File: src/rtl/eddy_acq_pkg.sv
// eddy_acq_pkg: shared FSM encoding and counter widths for the eddy sensor
// acquisition block. Counter widths cover the largest legal CNV_CYCLES and
// SCLK_DIV (255) and DATA_WIDTH (32).
package eddy_acq_pkg;

    localparam int CYC_CNT_W = 8;
    localparam int BIT_CNT_W = 6;

    typedef enum logic [1:0] {
        ST_IDLE    = 2'd0,
        ST_CONVERT = 2'd1,
        ST_SHIFT   = 2'd2,
        ST_DONE    = 2'd3
    } acq_state_e;

endpackage

File: src/rtl/eddy_acq_sclk_gen.sv
// eddy_acq_sclk_gen: serial clock generator for the ADC read phase.
// After 'start' it produces sclk low for div cycles then high for div cycles,
// repeating until 'stop'. 'sample' marks the cycle whose closing edge drives
// sclk 0->1; 'bit_end' marks the cycle whose closing edge ends a high phase.
module eddy_acq_sclk_gen
    import eddy_acq_pkg::*;
(
    input  logic                 clk,
    input  logic                 rst,
    input  logic                 start,
    input  logic                 stop,
    input  logic [CYC_CNT_W-1:0] div,
    output logic                 sclk,
    output logic                 sample,
    output logic                 bit_end
);

    logic [CYC_CNT_W-1:0] cnt_q, cnt_d;
    logic                 sclk_q, sclk_d;
    logic                 run_q, run_d;
    logic                 phase_end;

    assign phase_end = run_q && (cnt_q == div - 8'd1);
    assign sample    = phase_end && !sclk_q;
    assign bit_end   = phase_end && sclk_q;
    assign sclk      = sclk_q;

    // Phase counter and sclk toggle; start/stop force a clean low phase.
    always_comb begin
        cnt_d  = cnt_q;
        sclk_d = sclk_q;
        run_d  = run_q;
        if (start) begin
            run_d  = 1'b1;
            cnt_d  = '0;
            sclk_d = 1'b0;
        end else if (stop) begin
            run_d  = 1'b0;
            cnt_d  = '0;
            sclk_d = 1'b0;
        end else if (run_q) begin
            if (phase_end) begin
                cnt_d  = '0;
                sclk_d = ~sclk_q;
            end else begin
                cnt_d = cnt_q + 8'd1;
            end
        end
    end

    // State registers; reset drops sclk immediately.
    always_ff @(posedge clk or posedge rst) begin
        if (rst) begin
            cnt_q  <= '0;
            sclk_q <= 1'b0;
            run_q  <= 1'b0;
        end else begin
            cnt_q  <= cnt_d;
            sclk_q <= sclk_d;
            run_q  <= run_d;
        end
    end

endmodule

File: src/rtl/eddy_sensor_acq.sv
// eddy_sensor_acq: trigger/enable/done responder that runs one CNV pulse plus
// serial ADC read per accepted trigger and presents the sample with a level
// 'done'. Optional build macro: EDDY_ACQ_OVERRUN_EN enables the sticky
// 'overrun' flag (trigger seen while busy); otherwise 'overrun' is tied low.
module eddy_sensor_acq
    import eddy_acq_pkg::*;
#(
    parameter int DATA_WIDTH = 18,
    parameter int CNV_CYCLES = 4,
    parameter int SCLK_DIV   = 2
) (
    input  logic                  clk,
    input  logic                  rst,
    input  logic                  trigger,
    input  logic                  enable,
    input  logic                  miso,
    output logic                  cnv,
    output logic                  sclk,
    output logic [DATA_WIDTH-1:0] data,
    output logic                  done,
    output logic                  busy,
    output logic                  overrun
);

    acq_state_e            state_q, state_d;
    logic [CYC_CNT_W-1:0]  cyc_q, cyc_d;
    logic [BIT_CNT_W-1:0]  bit_q, bit_d;
    logic [DATA_WIDTH-1:0] shift_q, shift_d;
    logic [DATA_WIDTH-1:0] data_q, data_d;
    logic                  done_q, done_d;
    logic                  cnv_q, cnv_d;
    logic                  busy_q, busy_d;
    logic                  gen_start, gen_stop;
    logic                  gen_sample, gen_bit_end;

    eddy_acq_sclk_gen u_sclk_gen (
        .clk     (clk),
        .rst     (rst),
        .start   (gen_start),
        .stop    (gen_stop),
        .div     (CYC_CNT_W'(SCLK_DIV)),
        .sclk    (sclk),
        .sample  (gen_sample),
        .bit_end (gen_bit_end)
    );

    // Acquisition FSM: accept trigger, time CNV, count bits, capture sample.
    always_comb begin
        state_d   = state_q;
        cyc_d     = cyc_q;
        bit_d     = bit_q;
        shift_d   = shift_q;
        data_d    = data_q;
        done_d    = done_q;
        cnv_d     = cnv_q;
        busy_d    = busy_q;
        gen_start = 1'b0;
        gen_stop  = 1'b0;
        case (state_q)
            ST_IDLE, ST_DONE: begin
                if (trigger) begin
                    done_d = 1'b0;
                    if (enable) begin
                        state_d = ST_CONVERT;
                        cnv_d   = 1'b1;
                        busy_d  = 1'b1;
                        cyc_d   = '0;
                    end else begin
                        state_d = ST_IDLE;
                    end
                end
            end
            ST_CONVERT: begin
                if (cyc_q == CYC_CNT_W'(CNV_CYCLES - 1)) begin
                    cnv_d     = 1'b0;
                    bit_d     = '0;
                    gen_start = 1'b1;
                    state_d   = ST_SHIFT;
                end else begin
                    cyc_d = cyc_q + 8'd1;
                end
            end
            ST_SHIFT: begin
                if (gen_sample) begin
                    shift_d = {shift_q[DATA_WIDTH-2:0], miso};
                end
                if (gen_bit_end) begin
                    if (bit_q == BIT_CNT_W'(DATA_WIDTH - 1)) begin
                        gen_stop = 1'b1;
                        data_d   = shift_q;
                        done_d   = 1'b1;
                        busy_d   = 1'b0;
                        state_d  = ST_DONE;
                    end else begin
                        bit_d = bit_q + 6'd1;
                    end
                end
            end
            default: state_d = ST_IDLE;
        endcase
    end

    // FSM and datapath registers; reset clears outputs immediately.
    always_ff @(posedge clk or posedge rst) begin
        if (rst) begin
            state_q <= ST_IDLE;
            cyc_q   <= '0;
            bit_q   <= '0;
            shift_q <= '0;
            data_q  <= '0;
            done_q  <= 1'b0;
            cnv_q   <= 1'b0;
            busy_q  <= 1'b0;
        end else begin
            state_q <= state_d;
            cyc_q   <= cyc_d;
            bit_q   <= bit_d;
            shift_q <= shift_d;
            data_q  <= data_d;
            done_q  <= done_d;
            cnv_q   <= cnv_d;
            busy_q  <= busy_d;
        end
    end

`ifdef EDDY_ACQ_OVERRUN_EN
    logic overrun_q, overrun_d;

    // Sticky overrun: set by a trigger while busy, cleared by a disabled trigger.
    always_comb begin
        overrun_d = overrun_q;
        if (trigger && busy_q) begin
            overrun_d = 1'b1;
        end else if (trigger && !enable) begin
            overrun_d = 1'b0;
        end
    end

    // Overrun flag register.
    always_ff @(posedge clk or posedge rst) begin
        if (rst) begin
            overrun_q <= 1'b0;
        end else begin
            overrun_q <= overrun_d;
        end
    end

    assign overrun = overrun_q;
`else
    assign overrun = 1'b0;
`endif

    assign cnv  = cnv_q;
    assign data = data_q;
    assign done = done_q;
    assign busy = busy_q;

endmodule

File: config.mk
export PLATFORM = sky130hd
export DESIGN_NAME = eddy_sensor_acq
export DESIGN_NICKNAME = d
export VERILOG_FILES = /design/src/rtl/eddy_acq_pkg.sv /design/src/rtl/eddy_acq_sclk_gen.sv /design/src/rtl/eddy_sensor_acq.sv
export SDC_FILE = /design/constraint.sdc
export NUM_CORES = 1
export LEC_CHECK = 0
export ABC_AREA = 1
export BUFFER_PORTS_ARGS = -buffer_cell sky130_fd_sc_hd__buf_2
export CORE_AREA = 3 3 59 116
export CTS_BUF_LIST = sky130_fd_sc_hd__clkbuf_8
export DETAILED_ROUTE_END_ITERATION = 8
export DIE_AREA = 0 0 62 119
export PLACE_DENSITY_LB_ADDON = 0.1
export SYNTH_ARGS = -nofsm -noshare
export SYNTH_HDL_FRONTEND = slang
export SYNTH_SLANG_ARGS = --single-unit
File: constraint.sdc
create_clock -name clk -period 2.2 [get_ports clk]
set_clock_uncertainty 0.05 [all_clocks]
set_input_delay 0.11 -clock clk [delete_from_list [all_inputs] [get_ports clk]]
set_output_delay 0.11 -clock clk [all_outputs]
set_load 0.1 [all_outputs]
**Word-level counts from Yosys, hierarchy flattened**

Cells that the tools add are included.

- Register bits: 65
- Latch bits: 0
- Memory bits (writable): 0
- ROM bits: 0
- Bits of input ports: 5
- Output and inout bits: 23
- Word-level logic and storage cells: 89
- Memories: 0

- $add $sub $neg: 3
- Multiply operators: 0
- Div/mod/pow operators: 0
- $lt $le $gt $ge: 0
- Equality and inequality tests: 13
- Shift operators: 0
- Muxes and demuxes: 40
- Bitwise logic cells: 1
- Reduce and logical (&&, ||, !) cells: 21

Operators with widths:

| cell | count |
|---|---|
| 2-to-1 mux 8 bit | 7 |
| 2-to-1 mux 1 bit | 20 |
| AND reduction 4 bit | 5 |
| 2-to-1 mux 6 bit | 3 |
| adder 8 x 1 -> 8 bit (second input constant) | 2 |
| one-hot mux 8 bit (2 select lines) | 1 |
| != test 2 bit (second input constant) | 7 |
| one-hot mux 6 bit (2 select lines) | 1 |
| equality test 8 x 1 -> 1 bit (second input constant) | 1 |
| equality test 8 x 2 -> 1 bit (second input constant) | 1 |
| 2-to-1 mux 2 bit | 4 |
| nonzero test 2 bit | 4 |
| adder 6 x 1 -> 6 bit (second input constant) | 1 |
| equality test 6 x 5 -> 1 bit (second input constant) | 1 |
| one-hot mux 1 bit (2 select lines) | 3 |
| one-hot mux 2 bit (3 select lines) | 1 |
| nonzero test 3 bit | 2 |
| AND reduction 5 bit | 1 |
| equality test 2 bit (second input constant) | 2 |
| AND reduction 2 bit | 2 |
| logical AND 1 bit | 3 |
| AND reduction 3 bit | 1 |
| equality test 2 x 1 -> 1 bit (second input constant) | 1 |
| logical NOT 2 bit | 1 |
| other kinds (3) | 3 |

**Depth between registers and ports, before layout**

- Word-level depth: 7
- Depth in mapped cells: 10
- Mapped depth without buffers: 10

**Cells and area by module**

Synthesis repeated with hierarchy kept, for this count alone.

- Cell total of the unflattened synthesis: 456
- Area total of the unflattened synthesis: 3647.2 um^2

By module, submodules not included:

| module | times used | cells each | area each (um^2) | seq. area each (um^2) |
|---|---|---|---|---|
| eddy_sensor_acq | 1 | 323 | 2755.1 | 1376.3 |
| eddy_acq_sclk_gen | 1 | 133 | 892.1 | 250.2 |

**Worst setup path before layout**

Ideal clock, no wire load.

- Path kind: reg2reg
- Start point: register u_sclk_gen.sclk_q (netlist: u_sclk_gen.sclk)
- End point: register data_q[0] (netlist: data[0])
- Setup time: 0.122 ns
- Data arrival time: 1.626 ns
- Data required time: 2.028 ns
- Slack: 0.402 ns
- Stages on the path, launching flop included: 7
- Buffers on the path: 1
- Period minus slack after synthesis: 1.798 ns
- Cell sequence: dfrtp_1 > nand3_2 > inv_2 > nand2_4 > buf_6 > nand2_1 > o21ai_2

- Longest elaborated chain between the ends: 2

RTL lines:

| what | RTL line | text |
|---|---|---|
| start: declaration | eddy_acq_sclk_gen.sv:19 | `logic sclk_q, sclk_d;` |
| start signal: assignment | eddy_acq_sclk_gen.sv:59 | `sclk_q <= sclk_d;` |
| logical AND 1 bit | eddy_acq_sclk_gen.sv:25 | `assign bit_end = phase_end && sclk_q;` |
| AND reduction 3 bit (no source line) | n/a |  |
| end signal: assignment | eddy_sensor_acq.sv:119 | `data_q <= data_d;` |
| end: declaration | eddy_sensor_acq.sv:29 | `logic [DATA_WIDTH-1:0] data_q, data_d;` |

Every way passes these cells.
A chain may end at the register's enable or synchronous reset.

**Final worst setup path**

- Start point: register state_q[0]
- End point: register cyc_q[2]

- Longest elaborated chain between the ends: 4
- Elaborated cells on any way between the ends: 10
- Classes of those cells: eq/ne: 5; mux: 1; reduce/logical: 4

RTL lines:

| what | RTL line | text |
|---|---|---|
| start: declaration | eddy_sensor_acq.sv:25 | `acq_state_e state_q, state_d;` |
| start signal: assignment | eddy_sensor_acq.sv:115 | `state_q <= state_d;` |
| equality test 2 bit / logical NOT 2 bit (equally long branches) | eddy_sensor_acq.sv:59 | `case (state_q)` |
| OR reduction 2 bit | eddy_sensor_acq.sv:59 |  |
| != test 2 bit (no source line) / nonzero test 2 bit (equally long branches) | n/a |  |
| AND reduction 4 bit (no source line) | n/a |  |
| end signal: assignment | eddy_sensor_acq.sv:116 | `cyc_q <= cyc_d;` |
| end: declaration | eddy_sensor_acq.sv:26 | `logic [CYC_CNT_W-1:0] cyc_q, cyc_d;` |

Several ways; a longest one is shown, not always the timed one.

==> flow_summary.toml <==
[timing]
worst_pin_slew_ns = 0.529
slew_viol_final = 0
post-route-period-util_pct = 89.5
hold_violations = 0
fin_tns_setup_ns = 0
relSlewSlack_pct = 64.7
layout_min_cycle_time_ns = 1.97
setup_violations = 0
rsz0062_at_grt = "false"
fmax_mhz = 508
holdWs_ns = 0.267

[synth]
synth-seq-cells = 65
syn_nets = 415
yosysSeqAreaShare_pct = 47.5
syn_area_per_cell_um2 = 8.50
ys_types = 29
yosysWarningCount = 0
synth_cells = 403
synth_area_um2 = 3430

[critical_path]
critPathCaptureType = "flop"
startpoint_type = "flop"
timing.rr.end = "cyc_q[2]$_DFFE_PP0P_"
timing.rr.start = "state_q[0]$_DFFE_PP0P_"
worst_ep_arrival_time_ns = 2.14
worstPathRequired_ns = 2.37
r2r_slack_ns = 0.23
r2r_cells = 9
path_class = "flop to flop"
worstPathMaxFanout = 11

[flow_run]
cap_viol_max_count = 0

[power_and_ir_drop]
ir_drop_mv = 0.625
p_leak_nw = 1.96
p_per_area_nw_per_um2 = 953

[die]
rows = 40
die_area_um2 = 7380
core-area_um2 = 6060
die_w_um = 62
io_pins = 28
start_util_pct = 56.6
die_h_um = 119

[clock_tree]
htree_levels = 3
cts_buffers = 9
path_clk_slew_ns = 0.07
cts_hold_buf = 4
cts.sinks = 65
clockBufferDepth = 2
cts-resized-gates = 0
cts_tree = "done"
root_buffer = "clkbuf_8"
post_cts_buffers = 0
clk_latency_ns = 0.34

[hold_path]
hold_path.class = "input port to flop"
holdPathStages = 5
min_to = "done$_DFFE_PP0P_"
min-delay-start = "trigger"

[global_routing]
grt_max_degree = 35
grt_pass1_wl_um = 11500
grt_pass1_vias = 2597
track_usage_pct = 20.5
antenna_found_initial = 0
grt_overflow = 0

[route]
ant_nets = 0
route.detailed.drc = 0
drtIter0Drc = 152
avgViaCountPerCell = 5.04
num_vias = 2653
routed_wl_um = 6610
firstDrtPassIters = 4
wl_per_cell_um = 12.6

[place]
numPortBuffers = 26
gp_congestion = 0.884
hpwl_um = 4820

[finish]
num_antenna_cells = 0
fill_cells = 529
final_net_count = 450
syn_to_final_growth_pct = 12.4
drive_gt1_share_pct = 25.8

[status]
status = "finished, final reports clean"
## flip-flops by register name (all words and copies together) (netlist names)
register,count
u_sclk_gen.sclk,1
cnv,1
state_q,2
cyc_q,8
done,1
u_sclk_gen.run_q,1
u_sclk_gen.cnt_q,8
data,18
busy,1
shift_q,18
bit_q,6
## cells in the final DEF, fill, tap and decap left out, drive strengths merged
master,instances
a21oi,3
a22o,1
buf,30
bufinv,2
clkbuf,10
clkinv,3
conb,1
dfrtp,65
dlygate4sd3,4
ha,7
inv,49
nand2,137
nand3,30
nand4,11
nor2,31
nor3,9
nor3b,2
o21a,1
o21ai,40
or2,1
xnor2,4
xor2,1
## routing by layer
layer,up-vias,wire length (um),global-route usage [%]
li1,1348,-,-
met1,1244,2740,24.5
met2,46,3470,33.1
met3,15,192,3.80
met4,0,209,11.2
met5,-,0,0
## how the worst max path moves through the flow
stage / slack, ns / endpoint / depth (start not counted) / from
2_1_floorplan: 0.40 / data[0]$_DFFE_PP0P_ / 6 / u_sclk_gen.sclk$_DFFE_PP0P_
3_3_place_gp: 0.36 / shift_q[17]$_DFFE_PP0P_ / 7 / state_q[0]$_DFFE_PP0P_
3_5_place_dp: 0.28 / cyc_q[2]$_DFFE_PP0P_ / 9 / state_q[0]$_DFFE_PP0P_
4_1_cts: 0.26 / cyc_q[2]$_DFFE_PP0P_ / 9 / state_q[0]$_DFFE_PP0P_
5_1_grt: 0.02 / cyc_q[2]$_DFFE_PP0P_ / 9 / state_q[0]$_DFFE_PP0P_
6_report: 0.23 / cyc_q[2]$_DFFE_PP0P_ / 9 / state_q[0]$_DFFE_PP0P_
## synth_stat cells, drive strengths merged
| library cell | number | area share (%) |
|---|---|---|
| a21oi | 3 | 0.44 |
| a22o | 1 | 0.26 |
| buf | 10 | 3.0 |
| clkinv | 2 | 0.22 |
| conb | 1 | 0.11 |
| dfrtp | 65 | 47 |
| ha | 7 | 2.6 |
| inv | 47 | 5.1 |
| nand2 | 137 | 17 |
| nand3 | 30 | 5.0 |
| nand4 | 11 | 2.0 |
| nor2 | 31 | 4.3 |
| nor3 | 9 | 1.3 |
| nor3b | 2 | 0.44 |
| o21a | 1 | 0.22 |
| o21ai | 40 | 9.3 |
| or2 | 1 | 0.18 |
| xnor2 | 4 | 1.0 |
| xor2 | 1 | 0.26 |
## final cells by class
cell class	instances	area (um^2)	area share [%]
clock inverters	5	72.6	1.88
repair buffers	34	213	5.52
well taps	84	105	2.73
flip-flops and latches	65	1630	42.2
clock buffers	10	138	3.57
multi-input cells	279	1520	39.3
inverters	49	184	4.77
## power breakdown
part / switching (W) / internal (W)
combinational: 0.000842 / 0.000317
sequential: 0.000117 / 0.00131
clock: 0.000434 / 0.000653
## worst max-delay path, stage by stage, from the launching register on
cell and delay [ns]:
dfrtp_1 0.37, inv_1 0.05, ha_1 0.36, inv_1 0.09, nor2_1 0.20, nor2_2 0.10, nand2_1 0.29, inv_1 0.15
nand3_1 0.10, o21ai_0 0.09
## cell families after synthesis
family / count (synthesis) / synth area share (%)
AOI/OAI and AO/OA: 45 / 10.3
other: 1 / 0.109
buffers and inverters: 59 / 8.32
adders and majority gates: 7 / 2.56
and+or+nand+nor: 221 / 30.0
DFF: 65 / 47.5
xor gates and xnor gates: 5 / 1.28
## per-stage QoR
stage                     cell area (um^2)  util (%)  worst slack, ns  instances  power (W)
final                                 3850      63.6            0.231        526    0.00367
after global routing                  3850      63.6           0.0199        526    0.00390
after CTS                             3850      63.6            0.262        526    0.00371
after detailed placement              3600      59.5            0.278        507    0.00259
after global placement                3600      59.5            0.363        507    0.00256
after floorplan                       3430         -            0.402        403    0.00238
(Power assumes the default switching activity.)
